[src/rtl/muldiv_ctrl_if.sv]
// Handshake bundle between the main control unit (master) and the
// mult/div sequencer (slave).
interface muldiv_ctrl_if;
    logic        start;
    logic        op;
    logic [31:0] b_operand;
    logic        mult_ctrl;
    logic        div_ctrl;
    logic        hi_src;
    logic        lo_src;
    logic        hilo_write;
    logic        busy;
    logic        done;
    logic        div_zero;

    modport master (
        output start, op, b_operand,
        input  mult_ctrl, div_ctrl, hi_src, lo_src, hilo_write, busy, done, div_zero
    );

    modport slave (
        input  start, op, b_operand,
        output mult_ctrl, div_ctrl, hi_src, lo_src, hilo_write, busy, done, div_zero
    );
endinterface

[src/rtl/muldiv_ctrl.sv]
// Sequencer for the multicycle mult/div units: start pulse, latency count, HI/LO commit.
// Define MULDIV_DIVZERO_CHECK_EN to trap a zero divisor at acceptance (ERR state).
module muldiv_ctrl #(
    parameter int MULT_CYCLES = 32,
    parameter int DIV_CYCLES  = 32
) (
    input  logic          clk,
    input  logic          reset,
    muldiv_ctrl_if.slave  bus
);
    localparam int MAX_CYCLES = (MULT_CYCLES > DIV_CYCLES) ? MULT_CYCLES : DIV_CYCLES;
    localparam int CNT_W      = ($clog2(MAX_CYCLES) > 6) ? $clog2(MAX_CYCLES) : 6;

    typedef enum logic [1:0] {
        IDLE = 2'd0,
        RUN  = 2'd1,
        WB   = 2'd2,
        ERR  = 2'd3
    } state_t;

    state_t           r_state;
    logic [CNT_W-1:0] r_cnt;
    logic             r_op_q;
    logic             r_mult_ctrl;
    logic             r_div_ctrl;
    logic             r_hilo_write;
    logic             r_done;
    logic [CNT_W-1:0] w_cnt_load;

    assign w_cnt_load = bus.op ? CNT_W'(DIV_CYCLES - 1) : CNT_W'(MULT_CYCLES - 1);

`ifdef MULDIV_DIVZERO_CHECK_EN
    logic r_div_zero;
    logic w_div_by_zero;
    assign w_div_by_zero = bus.op && (bus.b_operand == '0);
`else
    // Divisor only matters to the zero check; keep it referenced without logic.
    logic w_unused_b_operand;
    assign w_unused_b_operand = ^bus.b_operand;
`endif

    always_ff @(posedge clk) begin
        if (reset) begin
            r_state      <= IDLE;
            r_cnt        <= '0;
            r_op_q       <= 1'b0;
            r_mult_ctrl  <= 1'b0;
            r_div_ctrl   <= 1'b0;
            r_hilo_write <= 1'b0;
            r_done       <= 1'b0;
`ifdef MULDIV_DIVZERO_CHECK_EN
            r_div_zero   <= 1'b0;
`endif
        end else begin
            // All pulse outputs are single-cycle unless re-asserted below.
            r_mult_ctrl  <= 1'b0;
            r_div_ctrl   <= 1'b0;
            r_hilo_write <= 1'b0;
            r_done       <= 1'b0;
`ifdef MULDIV_DIVZERO_CHECK_EN
            r_div_zero   <= 1'b0;
`endif
            case (r_state)
                IDLE: begin
                    if (bus.start) begin
                        r_op_q <= bus.op;
`ifdef MULDIV_DIVZERO_CHECK_EN
                        if (w_div_by_zero) begin
                            r_state    <= ERR;
                            r_done     <= 1'b1;
                            r_div_zero <= 1'b1;
                        end else begin
                            r_state     <= RUN;
                            r_cnt       <= w_cnt_load;
                            r_mult_ctrl <= ~bus.op;
                            r_div_ctrl  <= bus.op;
                        end
`else
                        r_state     <= RUN;
                        r_cnt       <= w_cnt_load;
                        r_mult_ctrl <= ~bus.op;
                        r_div_ctrl  <= bus.op;
`endif
                    end
                end
                RUN: begin
                    if (r_cnt == '0) begin
                        r_state      <= WB;
                        r_hilo_write <= 1'b1;
                        r_done       <= 1'b1;
                    end else begin
                        r_cnt <= r_cnt - CNT_W'(1);
                    end
                end
                WB: r_state <= IDLE;
`ifdef MULDIV_DIVZERO_CHECK_EN
                ERR: r_state <= IDLE;
`endif
                default: r_state <= IDLE;
            endcase
        end
    end

    assign bus.mult_ctrl  = r_mult_ctrl;
    assign bus.div_ctrl   = r_div_ctrl;
    assign bus.hi_src     = r_op_q;
    assign bus.lo_src     = r_op_q;
    assign bus.hilo_write = r_hilo_write;
    assign bus.busy       = (r_state != IDLE);
    assign bus.done       = r_done;
`ifdef MULDIV_DIVZERO_CHECK_EN
    assign bus.div_zero   = r_div_zero;
`else
    assign bus.div_zero   = 1'b0;
`endif
endmodule
[src/flat_wrapper.sv]
// flat-port wrapper written by rule: the top's interface ports become plain ports
module muldiv_ctrl_flat 
#(
    parameter int MULT_CYCLES = 32,
    parameter int DIV_CYCLES  = 32
)
  (clk, reset, bus_start, bus_op, bus_b_operand, bus_mult_ctrl, bus_div_ctrl, bus_hi_src, bus_lo_src, bus_hilo_write, bus_busy, bus_done, bus_div_zero);
  muldiv_ctrl_if bus_i ();
  input  logic clk;
  input  logic reset;
  input wire logic [$bits(bus_i.start)-1:0] bus_start;
  input wire logic [$bits(bus_i.op)-1:0] bus_op;
  input wire logic [$bits(bus_i.b_operand)-1:0] bus_b_operand;
  output wire logic [$bits(bus_i.mult_ctrl)-1:0] bus_mult_ctrl;
  output wire logic [$bits(bus_i.div_ctrl)-1:0] bus_div_ctrl;
  output wire logic [$bits(bus_i.hi_src)-1:0] bus_hi_src;
  output wire logic [$bits(bus_i.lo_src)-1:0] bus_lo_src;
  output wire logic [$bits(bus_i.hilo_write)-1:0] bus_hilo_write;
  output wire logic [$bits(bus_i.busy)-1:0] bus_busy;
  output wire logic [$bits(bus_i.done)-1:0] bus_done;
  output wire logic [$bits(bus_i.div_zero)-1:0] bus_div_zero;
  assign bus_i.start = bus_start;
  assign bus_i.op = bus_op;
  assign bus_i.b_operand = bus_b_operand;
  assign bus_mult_ctrl = bus_i.mult_ctrl;
  assign bus_div_ctrl = bus_i.div_ctrl;
  assign bus_hi_src = bus_i.hi_src;
  assign bus_lo_src = bus_i.lo_src;
  assign bus_hilo_write = bus_i.hilo_write;
  assign bus_busy = bus_i.busy;
  assign bus_done = bus_i.done;
  assign bus_div_zero = bus_i.div_zero;
  muldiv_ctrl #(.MULT_CYCLES(MULT_CYCLES), .DIV_CYCLES(DIV_CYCLES)) u_core (.clk(clk), .reset(reset), .bus(bus_i));
endmodule
[config.mk]
export PLATFORM = sky130hd
export DESIGN_NAME = muldiv_ctrl_flat
export DESIGN_NICKNAME = d
export VERILOG_FILES = /design/src/rtl/muldiv_ctrl_if.sv /design/src/rtl/muldiv_ctrl.sv /design/src/flat_wrapper.sv
export SDC_FILE = /design/constraint.sdc
export NUM_CORES = 1
export LEC_CHECK = 0
export ABC_AREA = 1
export CORE_MARGIN = 5
export CORE_UTILIZATION = 33
export CTS_CLUSTER_DIAMETER = 200
export DETAILED_ROUTE_END_ITERATION = 6
export GPL_TIMING_DRIVEN = 0
export PLACE_DENSITY = 0.78
export SETUP_SLACK_MARGIN = 0.15
export SLEW_MARGIN = 25
export SYNTH_ARGS = -nofsm -noshare
export SYNTH_HDL_FRONTEND = slang
export SYNTH_SLANG_ARGS = --single-unit
[constraint.sdc]
create_clock -name clk -period 1.4 [get_ports clk]
set_input_delay 0.21 -clock clk [delete_from_list [all_inputs] [get_ports clk]]
set_output_delay 0.21 -clock clk [all_outputs]
set_load 0.02 [all_outputs]
Yosys cells after proc, flatten, opt, wreduce, memory -nomap -nowiden
Cells that the tools add are included.

word-level totals
  bits in writable memories = 0
  latch bits = 0
  register bits = 12
  memories kept = 0
  bits in read-only memories = 0
  bits of input ports = 36
  word-level logic and storage cells = 31
  output and inout port bits = 8

operators by class
  equal/unequal tests = 4
  bitwise gates (word level) = 4
  reductions and logical operators = 9
  shift-type cells = 0
  $add $sub $neg = 1
  magnitude comparators = 0
  div/mod/pow operators = 0
  multipliers = 0
  multiplexer cells = 7

operators with widths
  kind                 number
  $mux 6               2
  $pmux 6 s2           1
  $logic_not 6->1      1
  $sub 6x1->6 const B  1
  $mux 2               2
  $ne 2x2->1 const B   2
  $not 1->1            4
  $pmux 2 s2           1
  $reduce_and 2->1     2
  $reduce_bool 2->1    2
  $reduce_and 3->1     1
  $reduce_or 3->1      1
  $eq 2x1->1 const B   1
  $logic_not 2->1      1
  $ne 2x1->1 const B   1
  $reduce_or 2->1      1
  $mux 1               1

Depth between registers and ports, before layout
  word-level depth = 3
  gate-level depth with buffers = 8
  depth with buffers taken out = 8

Least setup slack after synthesis
Ideal clock, no wire load.

  kind = reg-to-reg
  from = reg u_core.r_cnt[1]
  to = reg u_core.r_cnt[5]
  buffers on the path = 0
  slack = 0.299 ns
  stages on the path, launching flop included = 9
  clock period less this slack = 1.101 ns
  library setup time = 0.115 ns
  required time = 1.285 ns
  arrival = 0.986 ns
  cells stage by stage = dfxtp_1 -> inv_1 -> ha_1 -> nand3_4 -> nand2_4 -> nand2_4 -> nand3_1 -> nand2_1 -> nor2_1

on the way
  longest elaborated chain between the ends = 3
  elaborated cells on any way between the ends = 6
  classes of those cells = add/sub (1); eq/ne (1); mux (2); reduce/logical (2)

RTL lines
  item                                                   line                                  source
  from (decl)                                            muldiv_ctrl.sv:22                     logic [CNT_W-1:0] r_cnt;
  from (signal assigned)                                 muldiv_ctrl.sv:80                     r_cnt <= w_cnt_load;
  from (signal assigned)                                 muldiv_ctrl.sv:92                     r_cnt <= r_cnt - CNT_W'(1);
  $sub 6x1->6 / $logic_not 6->1 (equally long branches)  muldiv_ctrl.sv:92, muldiv_ctrl.sv:87
  $mux 6 / $ne 2x2->1 (equally long branches)            --
  $pmux 6 s2 / $reduce_and 3->1 (equally long branches)  --

Several ways; a longest one is shown, not always the timed one. The select of a mux whose other input is x is not followed.
A chain may end at the register's enable or synchronous reset.

Final worst setup path
  from = reg u_core.r_op_q (netlist: u_core.bus.hi_src)
  to = out bus_lo_src

RTL lines
  item                    line                source
  from (decl)             muldiv_ctrl.sv:23   logic r_op_q;
  from (signal assigned)  muldiv_ctrl.sv:66   r_op_q <= bus.op;
  to (decl)               flat_wrapper.sv:17  output wire logic [$bits(bus_i.lo_src)-1:0] bus_lo_src;

No word-level cell between the ends.

==> impl_metrics.xml <==
<?xml version="1.0" encoding="UTF-8"?>
<metrics>
  <group name="cts">
    <metric name="clkLatencyLatePin" unit="ns">0.27</metric>
    <metric name="tritoncts" unit="">built</metric>
    <metric name="cts.path.max_buffers" unit="">2</metric>
    <metric name="clock_tree.root_cell" unit="">clkbuf_4</metric>
    <metric name="cts_buffers" unit="">3</metric>
    <metric name="htreeDepth" unit="">1</metric>
    <metric name="clock_sink_count" unit="">12</metric>
    <metric name="clock_edge_transition_at_the_registers_on_the_reported_setup_and_hold_paths" unit="ns">0.06</metric>
  </group>
  <group name="synth">
    <metric name="asyncSetResetFlopFracSynth" unit="">0</metric>
    <metric name="postSynthAreaPerCell" unit="um2">7.748</metric>
    <metric name="synthesis.nets" unit="">116</metric>
    <metric name="synth.most_common_cell" unit="">nand2_1</metric>
    <metric name="syn_inst" unit="">78</metric>
    <metric name="synth_top_cell_area_share" unit="">0.3975</metric>
    <metric name="portion_of_netlist_area_occupied_by_mux_cells" unit="">0</metric>
    <metric name="yosys_most_used_dff" unit="">dfxtp_1</metric>
    <metric name="synth.cell_area" unit="um2">604.3</metric>
    <metric name="synth_seq_area_share" unit="">0.3975</metric>
    <metric name="synthAdderAreaFrac" unit="">0.04141</metric>
    <metric name="synth-compound-area-share" unit="">0.04969</metric>
    <metric name="synth_warnings" unit="">0</metric>
    <metric name="netlist-cell-type-count" unit="">18</metric>
    <metric name="synth_top_family_by_area" unit="">simple AND/OR/NAND/NOR gates</metric>
    <metric name="yosys.area_share.xor_xnor" unit="">0</metric>
    <metric name="synth_common_cells" unit="">nand2_1 (13), dfxtp_1 (12), nand3_1 (8), nor2_1 (8), inv_1 (7)</metric>
    <metric name="synth_top_cell_by_area" unit="">dfxtp_1</metric>
    <metric name="synth-simple-area-share" unit="">0.3996</metric>
    <metric name="synth_area_leaders" unit="">dfxtp_1 (40%), nand2_1 (8.1%), nand3_1 (6.6%)</metric>
    <metric name="synth_edf_count" unit="">0</metric>
    <metric name="synth_seq_cells" unit="">12</metric>
  </group>
  <group name="grt">
    <metric name="antenna_found_initial" unit="">0</metric>
    <metric name="grt_pass1_vias" unit="">480</metric>
    <metric name="grt_max_degree" unit="">8</metric>
    <metric name="grt_pass1_wl" unit="um">1911</metric>
    <metric name="grt_overflow_total" unit="">0</metric>
    <metric name="gr-usage-all-layers" unit="">0.09482</metric>
  </group>
  <group name="place">
    <metric name="place_area" unit="um2">735.7</metric>
    <metric name="io_buffer_count" unit="">10</metric>
    <metric name="dp_hpwl" unit="um">915.5</metric>
    <metric name="gp_congestion" unit="">0.8393</metric>
    <metric name="placedCellCount" unit="">113</metric>
  </group>
  <group name="routing">
    <metric name="drtAntennaViolNets" unit="">0</metric>
    <metric name="routed_wl" unit="um">1187</metric>
    <metric name="initialDrtViolationCount" unit="">11</metric>
    <metric name="first_pass_iters" unit="">4</metric>
    <metric name="route.detailed.wl_per_inst" unit="um">10.06</metric>
    <metric name="vias_per_cell" unit="">4.720</metric>
    <metric name="vias" unit="">557</metric>
    <metric name="drt_drc_violations_left" unit="">0</metric>
  </group>
  <group name="worst_hold_path">
    <metric name="whs_path_depth" unit="">2</metric>
    <metric name="hold_path.class" unit="">register to register</metric>
  </group>
  <group name="pwr">
    <metric name="power_per_cell_area" unit="mW/mm2">1192</metric>
    <metric name="power_leakage" unit="nW">0.3689</metric>
    <metric name="vdd_drop_max" unit="V">0.0006676</metric>
  </group>
  <group name="sta">
    <metric name="fin_worst_skew" unit="ns">0.007094</metric>
    <metric name="hold_vio_cnt_final" unit="">0</metric>
    <metric name="rsz0062_at_grt" unit="">false</metric>
    <metric name="finalWorstPathRequiredPeriod" unit="ns">1.200</metric>
    <metric name="report.final.slew_viol_count" unit="">0</metric>
    <metric name="finalSetupTns" unit="ns">0</metric>
    <metric name="final.period_utilization" unit="">0.8572</metric>
    <metric name="fmax" unit="GHz">0.8333</metric>
    <metric name="timing.final.setup_violations" unit="">0</metric>
  </group>
  <group name="run">
    <metric name="max_cap_viol_count" unit="">0</metric>
  </group>
  <group name="die">
    <metric name="std_cell_rows" unit="">15</metric>
    <metric name="initial_utilization" unit="">0.3500</metric>
    <metric name="floorplan.io_pins" unit="">44</metric>
    <metric name="fp.dieW" unit="um">52.80</metric>
    <metric name="die_area" unit="mm2">0.002787</metric>
    <metric name="core_area" unit="mm2">0.001727</metric>
    <metric name="die-height" unit="um">52.80</metric>
  </group>
  <group name="setup_path">
    <metric name="start_kind" unit="">register</metric>
    <metric name="critical_path_arrival" unit="ns">0.99</metric>
    <metric name="critPathRequiredTime" unit="ns">1.19</metric>
    <metric name="worstRegToRegCells" unit="">7</metric>
    <metric name="crit_path_end_kind" unit="">output pin</metric>
    <metric name="crit_path_max_fo" unit="">3</metric>
    <metric name="critical_path_class" unit="">register to output pin</metric>
  </group>
  <group name="final_layout">
    <metric name="layoutNonFillerInstCount" unit="">118</metric>
    <metric name="area_growth" unit="%">29.40</metric>
    <metric name="stdcell_area" unit="um2">782.0</metric>
    <metric name="antennaDiodeCount" unit="">0</metric>
    <metric name="nets" unit="">133</metric>
    <metric name="post_route_cells_drive_above_1_share" unit="">0.2473</metric>
  </group>
  <group name="outcome">
    <metric name="result_of_the_run" unit="">finished clean</metric>
  </group>
</metrics>
[per-layer routing]
layer,share of wire,track usage
met1,0.35,0.09044
met2,0.52,0.1653
met3,0.095,0.04558
met4,0.029,0.05106
met5,0,0
[repair_timing]
| action | 4_1_cts | 5_1_grt |
|---|---|---|
| resized for setup | 7 | 8 |
| hold buffers | 0 | 0 |
| buffers inserted | 0 | 2 |
| setup endpoints to repair | 7 | 6 |
| pin swaps | 0 | 2 |
[logic make-up after synthesis]
kind of cell | after synthesis
DFF | 12
adders and majority gates | 2
buffers and inverters | 14
other | 1
and+or+nand+nor | 43
AOI/OAI and AO/OA | 6
[report_power, final]
group | leakage [nW] | total (mW) | switching, mW | internal [mW]
logic | 0.256 | 0.311 | 0.182 | 0.129
registers | 0.0992 | 0.419 | 0.0396 | 0.380
clock network | 0.0138 | 0.202 | 0.102 | 0.0994
[layout make-up]
cell class / count / area (um2)
tap: 25 / 31.28
buffer: 3 / 22.52
timing repair buffer: 12 / 105.1
multi-input combinational: 52 / 317.8
sequential: 12 / 241.5
fill: 176 / 944.7
inverter: 11 / 41.29
clock buffer: 3 / 22.52
[worst max-delay path, cell delays in order, from the launching register on]
cell and delay [ns]:
dfxtp_1 0.34, buf_4 0.11, clkdlybuf4s15_1 0.28
[per-stage QoR]
| step | util | hold slack (ns) | setup slack [ns] | power, mW |
|---|---|---|---|---|
| CTS | 0.4341 | 0.4798 | 0.002504 | 0.9096 |
| detailed placement | 0.4261 | 0.4711 | 0.07674 | 0.7197 |
| global placement | 0.4261 | 0.4663 | 0.08591 | 0.7085 |
| finish | 0.4529 | 0.4754 | 0.1999 | 0.9319 |
| floorplan | - | 0.2791 | 0.2991 | 0.6416 |
| global route | 0.4529 | 0.5085 | 0.1526 | 0.9922 |
[state kept, by name (all words and copies together) (netlist names)]
name / flops
u_core.bus.mult_ctrl: 1
u_core.r_state: 2
u_core.bus.div_ctrl: 1
u_core.r_cnt: 6
u_core.bus.hi_src: 1
u_core.bus.hilo_write: 1
[worst paths after layout]
kind | start | endpoint | slack [ns]
min reg2reg | u_core.bus.hi_src | u_core.bus.hi_src | 0.48
min | u_core.bus.hi_src | u_core.bus.hi_src | 0.48
max reg2reg | u_core.r_cnt[0] | u_core.r_cnt[5] | 0.23
max | u_core.bus.hi_src | bus_lo_src | 0.20
[layout by cell type, fill, tap and decap left out, drive strengths merged]
master,Yosys,final
clkdlybuf4s15,0,2
conb,1,1
nor3,3,3
nand3b,2,2
nand4,1,1
a21oi,4,4
inv,11,11
o21ai,2,2
ha,2,2
nand3,9,9
dfxtp,12,12
dlygate4sd2,0,4
clkbuf,0,4
nand2,16,16
nor2,12,12
clkdlybuf4s50,0,3
buf,3,5
(Power assumes the default switching activity.)
